## src/rtl/window_frame_arbiter_pkg.sv

```systemverilog
// Shared definitions for the frame arbiter: FSM encoding, minimum frame
// dimension and default field widths.
package window_frame_arbiter_pkg;

  localparam int DW_DEFAULT = 8;
  localparam int SW_DEFAULT = 11;
  localparam int MIN_DIM    = 2;

  typedef enum logic [1:0] {
    IDLE  = 2'd0,
    LOAD  = 2'd1,
    FEED  = 2'd2,
    DRAIN = 2'd3
  } state_t;

endpackage

```

## src/rtl/window_frame_arbiter_frame_counter.sv

```systemverilog
// Raster (w,h) position counter for one frame; flags the final pixel.
module window_frame_arbiter_frame_counter
  import window_frame_arbiter_pkg::*;
#(
  parameter int SW = SW_DEFAULT
) (
  input  logic          clk,
  input  logic          rst,
  input  logic          clear,
  input  logic          adv,
  input  logic [SW-1:0] width,
  input  logic [SW-1:0] height,
  output logic          last
);

  logic [SW-1:0] w_q, w_d;
  logic [SW-1:0] h_q, h_d;
  logic          w_wrap;

  // Next raster position: wrap the column at width-1 and step the row
  always_comb begin
    w_wrap = (w_q == width - SW'(1));
    last   = w_wrap && (h_q == height - SW'(1));
    w_d    = w_q;
    h_d    = h_q;
    if (clear) begin
      w_d = '0;
      h_d = '0;
    end else if (adv) begin
      if (w_wrap) begin
        w_d = '0;
        h_d = h_q + SW'(1);
      end else begin
        w_d = w_q + SW'(1);
      end
    end
  end

  // Position registers
  always_ff @(posedge clk or posedge rst) begin
    if (rst) begin
      w_q <= '0;
      h_q <= '0;
    end else begin
      w_q <= w_d;
      h_q <= h_d;
    end
  end

endmodule

```

## src/rtl/window_frame_arbiter.sv

```systemverilog
// Grants whole frames round-robin between two pixel streams, drives the
// window generator's size configuration and multiplexes the winner into it,
// holding the grant until the generator has emitted the frame's last pixel.
module window_frame_arbiter
  import window_frame_arbiter_pkg::*;
#(
  parameter int DW = DW_DEFAULT,
  parameter int SW = SW_DEFAULT
) (
  input  logic          clk,
  input  logic          rst,
  input  logic          s0_valid,
  output logic          s0_ready,
  input  logic [DW-1:0] s0_data,
  input  logic [SW-1:0] s0_width,
  input  logic [SW-1:0] s0_height,
  input  logic          s1_valid,
  output logic          s1_ready,
  input  logic [DW-1:0] s1_data,
  input  logic [SW-1:0] s1_width,
  input  logic [SW-1:0] s1_height,
  output logic [SW-1:0] win_width,
  output logic [SW-1:0] win_height,
  output logic          win_valid,
  input  logic          win_ready,
  output logic [DW-1:0] win_data,
  input  logic          win_out_fire,
  output logic          grant_id,
  output logic          busy,
  output logic          size_err
);

  localparam int CW = 2 * SW;

  state_t        state_q, state_d;
  logic          rr_q, rr_d;
  logic          grant_q, grant_d;
  logic          size_err_q, size_err_d;
  logic [SW-1:0] win_width_q, win_width_d;
  logic [SW-1:0] win_height_q, win_height_d;
  logic [CW-1:0] out_cnt_q, out_cnt_d;
  logic          in_done_q, in_done_d;
  logic          out_done_q, out_done_d;

  logic          feed_open;
  logic          in_fire;
  logic          in_last;
  logic          out_fire_ok;
  logic          out_last;
  logic [SW-1:0] sel_width;
  logic [SW-1:0] sel_height;
  logic [CW-1:0] frame_pixels;

  assign sel_width    = grant_q ? s1_width  : s0_width;
  assign sel_height   = grant_q ? s1_height : s0_height;
  assign frame_pixels = {{SW{1'b0}}, win_width_q} * {{SW{1'b0}}, win_height_q};
  assign out_fire_ok  = win_out_fire && ((state_q == FEED) || (state_q == DRAIN));
  assign out_last     = out_fire_ok && (out_cnt_q == frame_pixels - CW'(1));

  assign win_width  = win_width_q;
  assign win_height = win_height_q;
  assign grant_id   = grant_q;
  assign busy       = (state_q != IDLE);
  assign size_err   = size_err_q;

  // Zero-latency pass-through of the granted stream; everything else stalls
  always_comb begin
    feed_open = (state_q == FEED) && !in_done_q;
    win_valid = 1'b0;
    win_data  = '0;
    s0_ready  = 1'b0;
    s1_ready  = 1'b0;
    if (feed_open) begin
      if (grant_q) begin
        win_valid = s1_valid;
        win_data  = s1_data;
        s1_ready  = win_ready;
      end else begin
        win_valid = s0_valid;
        win_data  = s0_data;
        s0_ready  = win_ready;
      end
    end
    in_fire = win_valid && win_ready;
  end

  window_frame_arbiter_frame_counter #(.SW(SW)) u_in_counter (
    .clk    (clk),
    .rst    (rst),
    .clear  (state_q == LOAD),
    .adv    (in_fire),
    .width  (win_width_q),
    .height (win_height_q),
    .last   (in_last)
  );

  // Frame sequencing: arbitrate, load size, feed pixels, wait for output drain
  always_comb begin
    state_d      = state_q;
    rr_d         = rr_q;
    grant_d      = grant_q;
    size_err_d   = 1'b0;
    win_width_d  = win_width_q;
    win_height_d = win_height_q;
    out_cnt_d    = out_cnt_q;
    in_done_d    = in_done_q;
    out_done_d   = out_done_q;
    if (out_fire_ok) begin
      out_cnt_d = out_cnt_q + CW'(1);
    end
    if (out_last) begin
      out_done_d = 1'b1;
    end
    case (state_q)
      IDLE: begin
        if (s0_valid || s1_valid) begin
          grant_d = (s0_valid && s1_valid) ? rr_q : s1_valid;
          state_d = LOAD;
        end
      end
      LOAD: begin
        win_width_d  = sel_width;
        win_height_d = sel_height;
        out_cnt_d    = '0;
        in_done_d    = 1'b0;
        out_done_d   = 1'b0;
        if ((sel_width >= SW'(MIN_DIM)) && (sel_height >= SW'(MIN_DIM))) begin
          state_d = FEED;
        end else begin
          size_err_d = 1'b1;
          rr_d       = ~grant_q;
          state_d    = IDLE;
        end
      end
      FEED: begin
        if (in_fire && in_last) begin
          in_done_d = 1'b1;
          state_d   = DRAIN;
        end
      end
      DRAIN: begin
        if (out_done_q || out_last) begin
          rr_d    = ~grant_q;
          state_d = IDLE;
        end
      end
      default: state_d = IDLE;
    endcase
  end

  // State and registered outputs
  always_ff @(posedge clk or posedge rst) begin
    if (rst) begin
      state_q      <= IDLE;
      rr_q         <= 1'b0;
      grant_q      <= 1'b0;
      size_err_q   <= 1'b0;
      win_width_q  <= '0;
      win_height_q <= '0;
      out_cnt_q    <= '0;
      in_done_q    <= 1'b0;
      out_done_q   <= 1'b0;
    end else begin
      state_q      <= state_d;
      rr_q         <= rr_d;
      grant_q      <= grant_d;
      size_err_q   <= size_err_d;
      win_width_q  <= win_width_d;
      win_height_q <= win_height_d;
      out_cnt_q    <= out_cnt_d;
      in_done_q    <= in_done_d;
      out_done_q   <= out_done_d;
    end
  end

endmodule

```

## config.mk

```make
export PLATFORM = sky130hd
export DESIGN_NAME = window_frame_arbiter
export DESIGN_NICKNAME = d
export VERILOG_FILES = /design/src/rtl/window_frame_arbiter_pkg.sv /design/src/rtl/window_frame_arbiter_frame_counter.sv /design/src/rtl/window_frame_arbiter.sv
export SDC_FILE = /design/constraint.sdc
export NUM_CORES = 1
export LEC_CHECK = 0
export BUFFER_PORTS_ARGS = -buffer_cell sky130_fd_sc_hd__buf_2
export CAP_MARGIN = 20
export CORE_UTILIZATION = 64
export CTS_CLUSTER_DIAMETER = 150
export DETAILED_ROUTE_END_ITERATION = 16
export GPL_ROUTABILITY_DRIVEN = 0
export GPL_TIMING_DRIVEN = 0
export PLACE_DENSITY = 0.83
export SYNTH_ARGS = -nofsm -noshare
export SYNTH_HDL_FRONTEND = slang
export SYNTH_SLANG_ARGS = --single-unit
```

## constraint.sdc

```tcl
create_clock -name clk -period 11.4 [get_ports clk]
set_clock_uncertainty 0.2 [all_clocks]
set_input_delay 0.57 -clock clk [delete_from_list [all_inputs] [get_ports clk]]
set_output_delay 0.57 -clock clk [all_outputs]
set_load 0.03 [all_outputs]
```

# --- Yosys cells after proc, flatten, opt, wreduce, memory -nomap -nowiden ---
# Cells that the tools add are included.
word_totals:
  reg_bits: 73
  output_inout_bits: 36
  inputBits: 66
  word_cells: 89
op_classes:
  bitwise: 1
  add_sub_neg: 6
  reduce_logical: 25
  n_mul: 1
  order_cmp: 2
  muxes: 33
  n_eq_ne: 10
ops:
  columns: ["operator", "count"]
  rows:
  - ["2-to-1 mux 11 bit", 8]
  - ["2-to-1 mux 22 bit", 2]
  - ["adder 11 x 1 -> 11 bit (second input constant)", 2]
  - ["adder 22 x 1 -> 22 bit (second input constant)", 1]
  - ["== test 11 bit", 2]
  - ["== test 22 bit", 1]
  - [">= comparator 11 x 2 -> 1 bit (second input constant)", 2]
  - ["multiplier 11 x 11 -> 22 bit", 1]
  - ["subtractor 11 x 1 -> 11 bit (second input constant)", 2]
  - ["subtractor 22 x 1 -> 22 bit (second input constant)", 1]
  - ["2-to-1 mux 8 bit", 2]
  - ["2-to-1 mux 1 bit", 14]
  - ["nonzero test 2 bit", 7]
  - ["logical AND 1 bit", 8]
  - ["2-to-1 mux 2 bit", 4]
  - ["one-hot mux 2 bit (4 select lines)", 1]
  - ["AND reduction 2 bit", 3]
  - ["AND reduction 3 bit", 2]
  - ["== test 2 bit (second input constant)", 2]
  - ["inequality test 2 x 1 -> 1 bit (second input constant)", 2]
  - ["inequality test 2 bit (second input constant)", 2]
  - ["one-hot mux 1 bit (2 select lines)", 2]
  - ["logical OR 1 bit", 3]
  - ["== test 2 x 1 -> 1 bit (second input constant)", 1]
  - ["3 further kinds", 3]

# --- Depth between registers and ports, before layout ---
logic_depth:
  word_depth: 7
  mapped_depth: 22

# --- Modules after synthesis ---
# From an unflattened synthesis, not the netlist that was laid out.
hier_totals:
  hier_cells: 1061
  area_unflattened_um2: 9195.1
modules_own_cells:
  columns: ["mod", "cells_per_inst", "seq_area_each_um2", "instances", "area_per_inst_um2"]
  rows:
  - ["window_frame_arbiter", 822, 1276.2, 1, 7258.2]
  - ["window_frame_arbiter_frame_counter", 239, 550.5, 1, 1936.9]

# --- Least setup slack after synthesis ---
# No wires, ideal clock.
synth_path:
  path_type: "reg-to-reg"
  start: "register win_width_q[5], in the netlist win_width[5]"
  end: "register state_q[0]"
  slack_ns: 5.241
  synth_period_minus_slack_ns: 6.159
  stages_incl_launch_ff: 20
  n_path_buf: 3
  arrival_ns: 5.832
  path_cell_list: "dfrtp_1 clkbuf_1 clkbuf_1 nand2_1 fa_1 fa_1 fa_1 fa_1 fa_1 inv_1 ha_1 clkbuf_1 nand3_1 o211a_1 o22ai_1 nor3b_1 nor4_1 o2111ai_1 o21a_1 a311o_1"
synth_via:
  elab_chain_len: 7
synth_lines:
  columns: ["element", "line_no", "source"]
  rows:
  - ["start, declared", "window_frame_arbiter.sv:39", "logic [SW-1:0] win_width_q, win_width_d;"]
  - ["start signal, assigned", "window_frame_arbiter.sv:168", "win_width_q <= win_width_d;"]
  - ["multiplier 11 x 11 -> 22 bit", "window_frame_arbiter.sv:56", "assign frame_pixels = {{SW{1'b0}}, win_width_q} * {{SW{1'b0}}, win_height_q};"]
  - ["subtractor 22 x 1 -> 22 bit", "window_frame_arbiter.sv:58", "assign out_last = out_fire_ok && (out_cnt_q == frame_pixels - CW'(1));"]
  - ["== test 22 bit", "window_frame_arbiter.sv:58", null]
  - ["logical AND 1 bit", "window_frame_arbiter.sv:58", null]
  - ["logical OR 1 bit", "window_frame_arbiter.sv:142", "if (out_done_q || out_last) begin"]
  - ["inequality test 2 x 1 -> 1 bit (no source line)", null, null]
  - ["AND reduction 3 bit (no source line) (*)", null, null]
  - ["end signal, assigned", "window_frame_arbiter.sv:164", "state_q <= state_d;"]
  - ["end, declared", "window_frame_arbiter.sv:35", "state_t state_q, state_d;"]
# Mark *: on every way between the ends. The rest lies on a longest branch, timed or not.
# A chain may end at the register's enable or synchronous reset.

# --- Worst setup path in the final report ---
layout_path:
  start: "register win_width_q[5], in the netlist win_width[5]"
  end: "register rr_q"
layout_via:
  elab_chain_len: 7
layout_lines:
  columns: ["element", "line_no", "source"]
  rows:
  - ["multiplier 11 x 11 -> 22 bit", "window_frame_arbiter.sv:56", null]
  - ["subtractor 22 x 1 -> 22 bit", "window_frame_arbiter.sv:58", null]
  - ["== test 22 bit", "window_frame_arbiter.sv:58", null]
  - ["logical AND 1 bit", "window_frame_arbiter.sv:58", null]
  - ["logical OR 1 bit", "window_frame_arbiter.sv:142", null]
  - ["inequality test 2 x 1 -> 1 bit (no source line)", null, null]
  - ["AND reduction 3 bit (no source line)", null, null]
  - ["end signal, assigned", "window_frame_arbiter.sv:165", "rr_q <= rr_d;"]
  - ["end, declared", "window_frame_arbiter.sv:36", "logic rr_q, rr_d;"]
# Every way passes these cells.

==> results.md <==
- The area growth from synthesis to layout is 11.52%.
- TritonCTS built the clock tree.
- The critical path data required time is 11.48 ns.
- The cell that appears most often on the critical path is sky130_fd_sc_hd__fa_1.
- The final-report setup violation count is 0.
- The number of CTS-inserted buffers is 9.
- The final setup TNS is 0 ns.
- The critical path in this run is classified as register to register.
- Counting flops and latches in the post-synthesis netlist gives 73.
- The type of destination of the critical path is a register.
- The signal on the critical path passes through clkbuf_1, clkbuf_1, nand2_1, fa_1, fa_1, fa_1, fa_1, fa_1, inv_1, ha_1, clkbuf_1, and4_1, nand2_1, o211ai_1, a21oi_1, o21ai_0, o2111ai_1, or4_1, nand3_1.
- Clock latency on the worst-skew pair, taken at its later pin, is 0.34 ns.
- Once detail routing completed, the nets flagged for antenna violations numbered 0.
- The total core area is 0.01393 mm^2.
- Setup repair after global routing left no endpoint under its margin.
- The detailed-route DRC error count is 0.
- The cell sitting at the root of the clock tree is a sky130_fd_sc_hd__clkbuf_16.
- In the final layout, the share of cells above drive strength 1 is 10.92%.
- For this run, asynchronously set or reset flops after synthesis account for 100.0%.
- Buffers inserted to repair hold after CTS numbered 0.
- Entering global routing, the biggest net connects 40 pins.
- Of all nets on the critical path, the largest fanout is 10.
- The delay of the slowest critical-path stage is 0.62 ns.
- The die covers 0.01479 mm^2.
- Sequential elements use 19.95% of the synthesized area.
- The final layout contains routed wiring with a total length of 25,010 um.
- The antenna diode instance count is 0.
- The worst pin sits at a relative slew slack of 34.64%.
- The first-pass GRT wire length is 40,400 um.
- The via count of the first global-routing pass is 8,270.
- Dividing the final minimum period by the clock period gives 63.65%.
- The H-tree generated during clock tree synthesis spans 3 levels.
- Summing over every cut layer, the via total after detailed routing is 8,554.
- The synthesized area per cell is 8.541 um^2.
- The clock net sink count is 73.
- The fill cell instance count of the final layout is 1,046.
- The iteration count of the initial detailed-routing pass is 5.
- The total overflow reported by the global router is 0.
- The port buffer count is 101.
- For this run, the top clock speed supported by timing is 0.1378 GHz.
- The starting density of the core is 65.71%.
- In the global route stage, overall resource usage came out at 35.42%.
- Counting flops with a built-in enable in the synthesized netlist gives 0.
- The initial antenna violation count is 0.
- Counting I/O delays and the setup requirement, the final critical path takes 7.256 ns.
- The run finished with clean final reports.
- The count of maximum capacitance violations is 0.
- The most used flip-flop cell after synthesis is sky130_fd_sc_hd__dfrtp_1.
- The synthesized cell area is 0.009156 mm^2.
- The post-CTS repair timing setup buffer count is 0.
- The number of pins exceeding their max-slew limit in the final report is 0.
- Post-CTS repair changed the size of 0 cells.
- For the pin with the worst max-slew slack, the measured transition is 0.9780 ns.
- 102 I/O pins were placed.
- The floorplan step set the die height to 121.6 um.
- Detailed placement finished with a half-perimeter wire length of 19,620 um.
- The data arrival time of the critical path is 7.33 ns.
- Counting every instance in the synthesized netlist gives 1,072.
- The maximum buffer depth of the clock tree is 2.
- The Yosys warning count is 0.
- Clock-pin slew was measured on the worst setup and hold paths at 0.06 ns.
- After the last flow step, the layout net total stands at 1,407.
- The horizontal extent of the die is 121.6 um.
- The detailed router finished its first iteration with 684 violations.
- The detail-routed net length per standard cell is 18.24 um.
- Yosys mapped the design onto 60 distinct sky130hd cell types.
- The critical path contains buffers and inverters numbering 4 combined.
- The count of final hold-check violations is 0.
- The routed via count divided by cell count is 6.239.
- STA classifies the critical path startpoint as a register.
- For this design, the slowest cell found on the critical path is sky130_fd_sc_hd__or4_1.
- The cell family with the largest share of critical-path delay is adder cells.
- The worst hold path belongs to the class input pin to asynchronous set/reset pin.
- Synthesis produced a netlist with a net count of 1,293.
- The number of core rows is 43.
[metrics by stage]
step	hold WS [ns]	std cells	cell area [um^2]	utilization (%)	setup slack (ns)
5_1_grt	0.08107	1371	10210	73.28	3.917
3_5_place_dp	0.2760	1355	9920	71.19	4.337
6_report	0.04484	1371	10210	73.28	4.144
3_3_place_gp	0.2559	1353	9887	70.95	4.472
2_1_floorplan	0.2418	1072	9156	-	5.241
4_1_cts	0.05778	1371	10210	73.28	4.277
[worst reg2reg max path: stages (launching register included)]
cell                        delay [ns]
sky130_fd_sc_hd__dfrtp_1          0.40
sky130_fd_sc_hd__clkbuf_1         0.39
sky130_fd_sc_hd__clkbuf_1         0.57
sky130_fd_sc_hd__nand2_1          0.19
sky130_fd_sc_hd__fa_1             0.61
sky130_fd_sc_hd__fa_1             0.44
sky130_fd_sc_hd__fa_1             0.49
sky130_fd_sc_hd__fa_1             0.52
sky130_fd_sc_hd__fa_1             0.57
sky130_fd_sc_hd__inv_1            0.05
sky130_fd_sc_hd__ha_1             0.27
sky130_fd_sc_hd__clkbuf_1         0.31
sky130_fd_sc_hd__and4_1           0.27
sky130_fd_sc_hd__nand2_1          0.07
sky130_fd_sc_hd__o211ai_1         0.27
sky130_fd_sc_hd__a21oi_1          0.19
sky130_fd_sc_hd__o21ai_0          0.33
sky130_fd_sc_hd__o2111ai_1        0.35
sky130_fd_sc_hd__or4_1            0.62
sky130_fd_sc_hd__nand3_1          0.09
[per-layer routing]
metal	vias to the layer above	global-route usage (%)	share of wire, %
li1	3858	-	-
met1	4159	46.93	40
met2	458	56.85	48
met3	79	6.086	8.3
met4	0	16.13	3.7
met5	-	0	0
[final timing paths]
kind	startpoint	to	slack, ns	cells past startpoint
setup / recovery	win_width[5]	rr_q	4.14	19
hold / removal	rst	grant_id	0.04	2
setup reg to reg	win_width[5]	rr_q	4.14	19
hold reg to reg	in_done_q	in_done_q	0.28	1
max in group asynchronous	rst	u_in_counter.w_q[10]	10.39	3
min in group clk	s0_valid	grant_id	0.25	2
[cell families (layout without fill, tap and decap cells)]
| logic type | count (synthesis) | after routing | synth area share (%) |
|---|---|---|---|
| adders and majority gates | 155 | 155 | 28.40 |
| buffers and inverters | 160 | 279 | 6.655 |
| and+or+nand+nor | 394 | 394 | 20.85 |
| AOI/OAI and AO/OA | 170 | 170 | 11.98 |
| DFF | 73 | 73 | 19.95 |
| xor gates and xnor gates | 71 | 71 | 6.791 |
| muxes | 49 | 49 | 5.370 |
[cells in the mapped netlist, drive strengths merged (10+ instances only)]
cell type,instances,area share [%]
nor4,13,0.89
inv,95,3.9
dfrtp,73,20
and2,42,2.9
ha,67,9.2
o21ai,54,3.0
clkbuf,58,2.4
nand2,161,6.6
a21oi,34,1.9
and3,17,1.2
xor2,30,2.9
mux2i,48,5.2
nand4,13,0.96
nor3,15,0.87
xnor2,41,3.9
fa,88,19
o211ai,10,0.82
nor2,62,2.5
o31ai,10,0.82
nand3,32,1.8
[area by class of cell]
cell class              count  area, um^2  share of cell area, %
multi-input cells         839        6720                  65.81
flip-flops and latches     73        1827                  17.89
repair buffers            103       535.5                  5.244
inverters                  95       359.1                  3.517
clock buffers              11       252.7                  2.475
plain buffers              65       252.7                  2.475
well taps                 180       225.2                  2.206
clock inverters             5       38.79                 0.3799
[layout by cell type, fill, tap and decap left out, types with 3 or more instances in the layout]
cell                           n
sky130_fd_sc_hd__o311ai_0      3
sky130_fd_sc_hd__o21ai_0      54
sky130_fd_sc_hd__a21o_1        5
sky130_fd_sc_hd__o31ai_1      10
sky130_fd_sc_hd__nand3_1      31
sky130_fd_sc_hd__a21oi_1      34
sky130_fd_sc_hd__mux2i_1      48
sky130_fd_sc_hd__clkbuf_1     58
sky130_fd_sc_hd__o22ai_1       3
sky130_fd_sc_hd__inv_1        94
sky130_fd_sc_hd__nor2b_1       4
sky130_fd_sc_hd__fa_1         88
sky130_fd_sc_hd__xor2_1       30
sky130_fd_sc_hd__nor4_1       13
sky130_fd_sc_hd__a211oi_1      3
sky130_fd_sc_hd__a211o_1       4
sky130_fd_sc_hd__xnor2_1      41
sky130_fd_sc_hd__o211ai_1     10
sky130_fd_sc_hd__or4_1         9
sky130_fd_sc_hd__and3_1       17
sky130_fd_sc_hd__nand4_1      12
sky130_fd_sc_hd__buf_2       102
sky130_fd_sc_hd__and2_1       42
sky130_fd_sc_hd__nand2b_1      9
sky130_fd_sc_hd__o21a_1        6
sky130_fd_sc_hd__a22o_1        6
sky130_fd_sc_hd__ha_1         67
sky130_fd_sc_hd__buf_1         5
sky130_fd_sc_hd__clkinvlp_4    4
sky130_fd_sc_hd__nor4b_1       3
sky130_fd_sc_hd__or3_1         5
sky130_fd_sc_hd__a22oi_1       4
sky130_fd_sc_hd__clkbuf_16     9
sky130_fd_sc_hd__nor3_1       14
sky130_fd_sc_hd__dfrtp_1      73
sky130_fd_sc_hd__o211a_1       6
sky130_fd_sc_hd__a31oi_1       6
sky130_fd_sc_hd__nand2_1     161
sky130_fd_sc_hd__nor2_1       62
[state kept, by name, indices dropped and copies added, names as in the netlist, named ones only]
| signal | count |
|---|---|
| out_cnt_q | 22 |
| u_in_counter.h_q | 11 |
| u_in_counter.w_q | 11 |
| win_height | 11 |
| win_width | 11 |
| grant_id | 1 |
| in_done_q | 1 |
| out_done_q | 1 |
| rr_q | 1 |
| size_err | 1 |
| state_q | 1 |
Power is not shown: default switching activity piles up to over one toggle a cycle in this logic, so the estimate is an artifact.
